`config.mk`:
```
export PLATFORM = sky130hd
export DESIGN_NAME = wb_regfile
export DESIGN_NICKNAME = d
export VERILOG_FILES = /design/src/rtl/wb_regfile.sv
export SDC_FILE = /design/constraint.sdc
export NUM_CORES = 2
export LEC_CHECK = 0
export CORE_MARGIN = 5
export CORE_UTILIZATION = 50
export DETAILED_ROUTE_END_ITERATION = 6
export GPL_TIMING_DRIVEN = 1
export PLACE_DENSITY = 0.69
export SLEW_MARGIN = 20
export SYNTH_ARGS = -nofsm -noshare
export SYNTH_HDL_FRONTEND = slang
export SYNTH_SLANG_ARGS = --single-unit
```
`constraint.sdc`:
```
create_clock -name clk_i -period 33.1 [get_ports clk_i]
set_input_delay 4.965 -clock clk_i [delete_from_list [all_inputs] [get_ports clk_i]]
set_output_delay 4.965 -clock clk_i [all_outputs]
set_load 0.01 [all_outputs]
```
`src/rtl/wb_regfile.sv`:
```
// wb_regfile: 32-entry register file with same-cycle write-back bypass and
// per-register pending-write counters that produce issue stalls and busy bits.
module wb_regfile #(
  parameter int DATA_W = 32,
  parameter int CNT_W  = 2
) (
  input  logic              clk_i,
  input  logic              rst_i,
  input  logic [DATA_W-1:0] wb_data_i,
  input  logic [5:0]        wb_reg_i,
  input  logic [4:0]        rd1_addr_i,
  input  logic [4:0]        rd2_addr_i,
  output logic [DATA_W-1:0] rd1_data_o,
  output logic [DATA_W-1:0] rd2_data_o,
  input  logic              iss_valid_i,
  input  logic [5:0]        iss_dst_i,
  output logic              stall_o,
  output logic [31:0]       busy_o,
  output logic              err_o
);

  localparam int NREG = 32;
  localparam logic [CNT_W-1:0] CMAX = '1;

  // Architectural state
  logic [DATA_W-1:0] r_mem [NREG];
  logic [CNT_W-1:0]  r_cnt [NREG];
  logic              r_err;

  // Per-register decode and counter bookkeeping
  logic [NREG-1:0]   w_hit;      // write-back targets register n this cycle
  logic [NREG-1:0]   w_nz;       // counter currently non-zero
  logic [NREG-1:0]   w_dec;      // write-back retires one pending write
  logic [NREG-1:0]   w_inc;      // accepted issue adds one pending write
  logic [NREG-1:0]   w_full;     // effective count sits at CMAX
  logic [CNT_W-1:0]  w_eff     [NREG];
  logic [CNT_W-1:0]  w_cnt_nxt [NREG];
  logic              w_wb_en;
  logic [4:0]        w_wb_idx;
  logic              w_accept;

  assign w_wb_en  = wb_reg_i[5];
  assign w_wb_idx = wb_reg_i[4:0];

  genvar n;
  generate
    for (n = 0; n < NREG; n++) begin : g_reg
      assign w_hit[n]  = w_wb_en && (w_wb_idx == 5'(n));
      assign w_nz[n]   = |r_cnt[n];
      assign w_dec[n]  = w_hit[n] && w_nz[n];
      // Effective count already credits a write-back landing this cycle,
      // so a dependent instruction can issue in the same cycle.
      assign w_eff[n]  = r_cnt[n] - CNT_W'(w_dec[n]);
      assign busy_o[n] = |w_eff[n];
      assign w_full[n] = (w_eff[n] == CMAX);
      assign w_inc[n]  = w_accept && (iss_dst_i[4:0] == 5'(n));
      // Issue is blocked at CMAX, so +inc never overflows; -dec only when non-zero.
      assign w_cnt_nxt[n] = r_cnt[n] + CNT_W'(w_inc[n]) - CNT_W'(w_dec[n]);
    end
  endgenerate

  // Issue hazard: any source still pending, or destination counter saturated
  assign stall_o  = iss_valid_i &&
                    (busy_o[rd1_addr_i] || busy_o[rd2_addr_i] ||
                     (iss_dst_i[5] && w_full[iss_dst_i[4:0]]));
  assign w_accept = iss_valid_i && !stall_o && iss_dst_i[5];

  // Combinational read ports with write-back bypass
  assign rd1_data_o = (w_wb_en && (w_wb_idx == rd1_addr_i)) ? wb_data_i : r_mem[rd1_addr_i];
  assign rd2_data_o = (w_wb_en && (w_wb_idx == rd2_addr_i)) ? wb_data_i : r_mem[rd2_addr_i];

  assign err_o = r_err;

  // Register storage: write-back data lands on the edge; reset clears all entries
  always_ff @(posedge clk_i or posedge rst_i) begin
    if (rst_i) begin
      for (int i = 0; i < NREG; i++) r_mem[i] <= '0;
    end else if (w_wb_en) begin
      r_mem[w_wb_idx] <= wb_data_i;
    end
  end

  // Pending-write counters
  always_ff @(posedge clk_i or posedge rst_i) begin
    if (rst_i) begin
      for (int i = 0; i < NREG; i++) r_cnt[i] <= '0;
    end else begin
      for (int i = 0; i < NREG; i++) r_cnt[i] <= w_cnt_nxt[i];
    end
  end

  // Sticky error: write-back to a register with nothing outstanding
  always_ff @(posedge clk_i or posedge rst_i) begin
    if (rst_i)                          r_err <= 1'b0;
    else if (w_wb_en && !w_nz[w_wb_idx]) r_err <= 1'b1;
  end

endmodule
```
# After elaboration in Yosys (flattened, before gate mapping)
# Index checks and enable logic that the tools add are counted.
# word_totals
register_bits,1089
input_bits,57
elab_cells,461
output_inout_bits,98
# classes
n_reduce_logical,174
eq_ne,96
bitwise,3
n_lt_le_gt_ge,8
muxes,19
n_addsub,96
# op_table
operator,count
$bwmux W1024,1
$bmux W32 S5,2
$mux W32,7
$demux W32 S5,1
$eq A5 B5 Y1 const B,32
$reduce_or A2 Y1,64
$sub A2 B1 Y2,64
$logic_and A1 B1 Y1,104
$eq A5 B4 Y1 const B,16
$add A2 B1 Y2,32
$eq A2 B2 Y1 const B,32
$eq A5 B3 Y1 const B,8
$lt A5 B6 Y1 const B,4
$bmux W1 S5,4
$eq A5 B2 Y1 const B,4
$ge A6 B6 Y1 const B,3
$not A5 Y6,3
$eq A5 B1 Y1 const B,2
$eq A5 B5 Y1,2
$logic_not A5 Y1,2
$lt A6 B1 Y1 const B,1
$mux W1,4
$logic_not A1 Y1,2
$logic_or A1 B1 Y1,2

# Longest topological paths before layout
# logic_depth
word_depth,16
mapped_depth,22

# Least setup slack after synthesis
# OpenSTA, ideal clock, no wires.
# synth_path
path_kind,input to output
from,input port wb_reg_i[3]
to,output port stall_o
n_path_buf,4
slack_ns,19.722
stages,15
arrival_time_ns,8.413
required_time_ns,28.135
cell_sequence,clkbuf_1 -> buf_2 -> nand2_1 -> nor4_1 -> clkbuf_1 -> nor2b_1 -> ha_1 -> xnor2_1 -> nand2_1 -> mux4_2 -> mux2i_1 -> a32o_1 -> o2111ai_1 -> clkbuf_1 -> and2_1
# synth_via
elab_chain_len,10
word_cells_on_any_way,202
# synth_lines
element,line_no,source
"start, declared",10,"input logic [5:0] wb_reg_i,"
$eq A5 B4 Y1 (*),48,assign w_hit[n] = w_wb_en && (w_wb_idx == 5'(n));
$logic_and A1 B1 Y1 (*),48,
$logic_and A1 B1 Y1 (*),50,assign w_dec[n] = w_hit[n] && w_nz[n];
$sub A2 B1 Y2 (*),53,assign w_eff[n] = r_cnt[n] - CNT_W'(w_dec[n]);
$reduce_or A2 Y1 (*),54,assign busy_o[n] = |w_eff[n];
net busy_o[14],18,"output logic [31:0] busy_o,"
$bmux W1 S5,64,(busy_o[rd1_addr_i] || busy_o[rd2_addr_i] ||
$mux W1 (not written as such),64,
$logic_or A1 B1 Y1 (*) (2 in series),64,
$logic_and A1 B1 Y1 (*),63,assign stall_o = iss_valid_i &&
"end, declared",17,"output logic stall_o,"
# The timed path passes the listed nets; every way through them passes the cells marked *. The select of a mux whose other input is x is not followed.

# Worst setup path in the final report
# layout_path
from,input port wb_reg_i[3]
to,output port stall_o
# layout_via
elab_chain_len,10
word_cells_on_any_way,202
# layout_lines
element,line_no
"$eq A5 B1 Y1, or another cell as far along",48
$logic_and A1 B1 Y1,48
$logic_and A1 B1 Y1,50
$sub A2 B1 Y2,53
$eq A2 B2 Y1 / $reduce_or A2 Y1 (equally long branches),"55, 54"
$bmux W1 S5 (on tied branches),"65, 64"
$mux W1 (on tied branches),"65, 64"
$logic_and A1 B1 Y1 / $logic_or A1 B1 Y1 (equally long branches),"65, 64"
$logic_or A1 B1 Y1 (*),64
$logic_and A1 B1 Y1 (*),63
# Every way passes the cells marked *; elsewhere a longest branch is shown, timed or not. The select of a mux whose other input is x is not followed.

==> out/qor.txt <==
result of the run - completed
#FFs+latches synth - 1089
H-tree depth reported by CTS - 3
count of flip-flops with a built-in enable after synthesis - 0
global routing usage summed across all routing layers - 26.3%
Max-cap violations - 0
Yosys warning total - 0
total wirelength of the detailed-routed design - 166 mm
capturing element type of the critical path - output pin
unrepaired setup endpoints after global routing - no
Post-CTS Setup Bufs - 0
IR drop worst, VDD - 0.0429 mV
maximum clock skew at final layout - 16.6 ps
die boundary width - 358 um
detailed router's first-iteration violation count - 3056
share of synthesized area occupied by flip-flops and latches - 45.0%
Antenna Nets Post-Route - 0
Hold WC Path Type - register to register
Worst Min Path Start - err_o
initial antenna violation count - 3
post_cts resized - 0
biggest fanout along the worst timing path - 33
total I/O pin count - 155
number of instances in the synthesized netlist - 3975
placer congestion estimate - 0.898
via count - 36.7k
final cell area excluding filler cells - 67400 um2
Starting Density - 50.4%
WP data arrival - 9950 ps
share of the clock period used by the worst path after layout - 45.1%
clock tree from TritonCTS - built
CTS Sinks - 1089
area of placed instances - 63400 um2
final global-route overflow total - 0
Total Nets Final - 4075
slew at the pin with the worst max-slew slack - 1120 ps
Vert. Die Dim - 358 um
vias in the first global route - 38.6k
post-detailed-route wirelength per cell - 29.4 um
highest clock rate - 0.0670 GHz
Post-Route Setup TNS - 0 ps
Hold-fix buffers, CTS - 0
share of synthesized registers carrying an async set or reset - 100%
pwr dens - 62.8 nW/um2
Most used DFF post-synth - sky130_fd_sc_hd__dfrtp_1
post-synthesis cell type with the largest combined area - sky130_fd_sc_hd__dfrtp_1
Syn Nets - 4128
Via-to-Cell Ratio - 6.51
Critical Path Source Type - input pin
largest net degree at the start of global routing - 166
launch instance of the worst register-to-register path - r_cnt[13]
number of input and output port buffers inserted - 154
proportion of netlist area held by the largest area contributor - 45.0%
first-pass iteration count of the detailed router - 7
minimum period implied by the final worst setup slack - 14920 ps
Die Outline Area - 128000 um2
share of final-layout standard cells stronger than drive strength 1 - 44.2%
final setup violating endpoints - 0
Fill cells - 9564
wire length of the first global-routing pass - 253 mm
top area cells in the synthesized netlist - sky130_fd_sc_hd__dfrtp_1 (45%), sky130_fd_sc_hd__mux4_2 (24%), sky130_fd_sc_hd__mux2_2 (15%), sky130_fd_sc_hd__mux2_1 (4.2%), sky130_fd_sc_hd__ha_1 (2.0%)
placement row count - 127
average size of a mapped cell - 15.2 um2
number of unique standard cell types used by synthesis - 57
Inserted Clock Buffers - 117
clk_lat worst skew - 700 ps
LEAKAGE - 0.0288 uW
worst slew margin relative to its limit - 25.6%
hold violation total from the final report - 0
area of the core region - 120000 um2
Bufs on Longest Clock Path - 3
Crit path required time - 28130 ps
CTS Root Cell - sky130_fd_sc_hd__clkbuf_16
post-detail-place hpwl - 93.8 mm
post-synthesis instance area - 60500 um2
launching element of the worst setup path - wb_reg_i[3]
Slew Viols, Final - 0
leading cell type in the layout, fill and taps excluded - sky130_fd_sc_hd__dfrtp_1
Setup CP Type - input pin to output pin
number of remaining DRC errors - 0
most frequent cells in the layout - sky130_fd_sc_hd__dfrtp_1 (1089), sky130_fd_sc_hd__mux2_2 (798), sky130_fd_sc_hd__mux4_2 (652)
clock-pin slew on the worst setup and hold paths - 60 ps
post-synthesis to final-layout area growth - 11.3%
[per-stage QoR]
step,util (%),worst slack (ps),total power [uW],std cells,hold WS (ps)
global route,56.1,18000,4420,5631,486
finish,56.1,18180,4230,5632,482
floorplan,-,13110,2530,3975,470
global placement,52.8,17850,2850,5412,466
detailed placement,52.8,17760,2890,5414,465
CTS,56.1,17750,4260,5628,479
[logic make-up (layout without fill, tap and decap cells)]
| group | after synthesis | after routing | share of synthesized area [%] |
|---|---|---|---|
| muxes | 1742 | 1742 | 44.4 |
| DFF | 1089 | 1089 | 45.0 |
| buffers and inverters | 465 | 507 | 2.95 |
| and+or+nand+nor | 341 | 341 | 2.69 |
| AOI/OAI and AO/OA | 136 | 136 | 1.41 |
| xor gates and xnor gates | 106 | 106 | 1.57 |
| adders and majority gates | 96 | 96 | 1.98 |
| other | 0 | 3 | 0 |
[state kept, by name, summed over array words and instances, names as in the netlist]
| register | count |
|---|---|
| err_o | 1 |
| r_mem | 1024 |
| r_cnt | 64 |
[layout make-up]
type	instances	area [um2]	share of cell area, %
tap	1612	2020	2.99
clock buffer	174	3500	5.19
sequential	1089	27300	40.4
inverter	72	279	0.414
timing repair buffer	221	2060	3.06
multi-input combinational	2421	31800	47.1
antenna	3	7.51	0.0111
clock inverter	40	503	0.747
[power by group]
| group | total (uW) | leakage, uW | switching, uW | internal, uW |
|---|---|---|---|---|
| Combinational | 1060 | 0.0129 | 439 | 625 |
| Clock | 1350 | 0.00198 | 550 | 805 |
| Sequential | 1810 | 0.0140 | 205 | 1610 |
| Total | 4230 | 0.0288 | 1190 | 3040 |
[synth_stat cells (4+ instances only)]
cell type                     n
sky130_fd_sc_hd__a211oi_1    11
sky130_fd_sc_hd__a21oi_1      8
sky130_fd_sc_hd__a311oi_1     4
sky130_fd_sc_hd__a32oi_1      4
sky130_fd_sc_hd__and2_1       6
sky130_fd_sc_hd__and3_1       8
sky130_fd_sc_hd__buf_1       78
sky130_fd_sc_hd__buf_2       26
sky130_fd_sc_hd__clkbuf_1   287
sky130_fd_sc_hd__dfrtp_1   1089
sky130_fd_sc_hd__ha_1        96
sky130_fd_sc_hd__inv_1       69
sky130_fd_sc_hd__mux2_1     226
sky130_fd_sc_hd__mux2_2     798
sky130_fd_sc_hd__mux2i_1     66
sky130_fd_sc_hd__mux4_2     652
sky130_fd_sc_hd__nand2_1    110
sky130_fd_sc_hd__nand2b_1    10
sky130_fd_sc_hd__nand3_1     26
sky130_fd_sc_hd__nand3b_1     5
sky130_fd_sc_hd__nand4_1      5
sky130_fd_sc_hd__nor2_1      80
sky130_fd_sc_hd__nor2b_1     12
sky130_fd_sc_hd__nor3_1      27
sky130_fd_sc_hd__nor4_1       9
sky130_fd_sc_hd__o211ai_1     7
sky130_fd_sc_hd__o21ai_0     10
sky130_fd_sc_hd__o21ai_1     64
sky130_fd_sc_hd__or3_1       26
sky130_fd_sc_hd__or3b_1       4
sky130_fd_sc_hd__or4_1        4
sky130_fd_sc_hd__xnor2_1     95
sky130_fd_sc_hd__xor2_1       8
[critical path: stages]
cell and delay (ps):
sky130_fd_sc_hd__clkdlybuf4s50_1 840, sky130_fd_sc_hd__nor2b_1 780, sky130_fd_sc_hd__nand3_4 760, sky130_fd_sc_hd__nor2_1 380
sky130_fd_sc_hd__ha_1 200, sky130_fd_sc_hd__xnor2_1 190, sky130_fd_sc_hd__a21oi_1 120, sky130_fd_sc_hd__a2111oi_0 470
sky130_fd_sc_hd__o221ai_1 220, sky130_fd_sc_hd__nand4_1 170, sky130_fd_sc_hd__o2111ai_2 160, sky130_fd_sc_hd__and2_1 210
sky130_fd_sc_hd__clkdlybuf4s50_1 480
[per-layer routing]
metal | vias up | share of wire (%) | track usage (%) | wire length (um)
li1 | 15200 | - | - | -
met1 | 19900 | 41 | 36.5 | 68600
met2 | 1201 | 49 | 42.8 | 81000
met3 | 321 | 5.8 | 3.58 | 9550
met4 | 0 | 4.1 | 9.88 | 6740
met5 | - | 0 | 0 | 0
[worst paths after layout]
| path | slack (ps) | end | depth (start not counted) |
|---|---|---|---|
| worst min-delay path | 480 | err_o | 1 |
| max in group asynchronous | 23550 | r_mem[877] | 7 |
| min in group asynchronous | 4760 | r_cnt[13] | 2 |
| worst max-delay path | 18180 | stall_o | 13 |
| worst min register to register | 480 | err_o | 1 |
| worst max register to register | 28870 | r_cnt[25] | 16 |
Note: power is estimated with default switching activity, not from simulation.
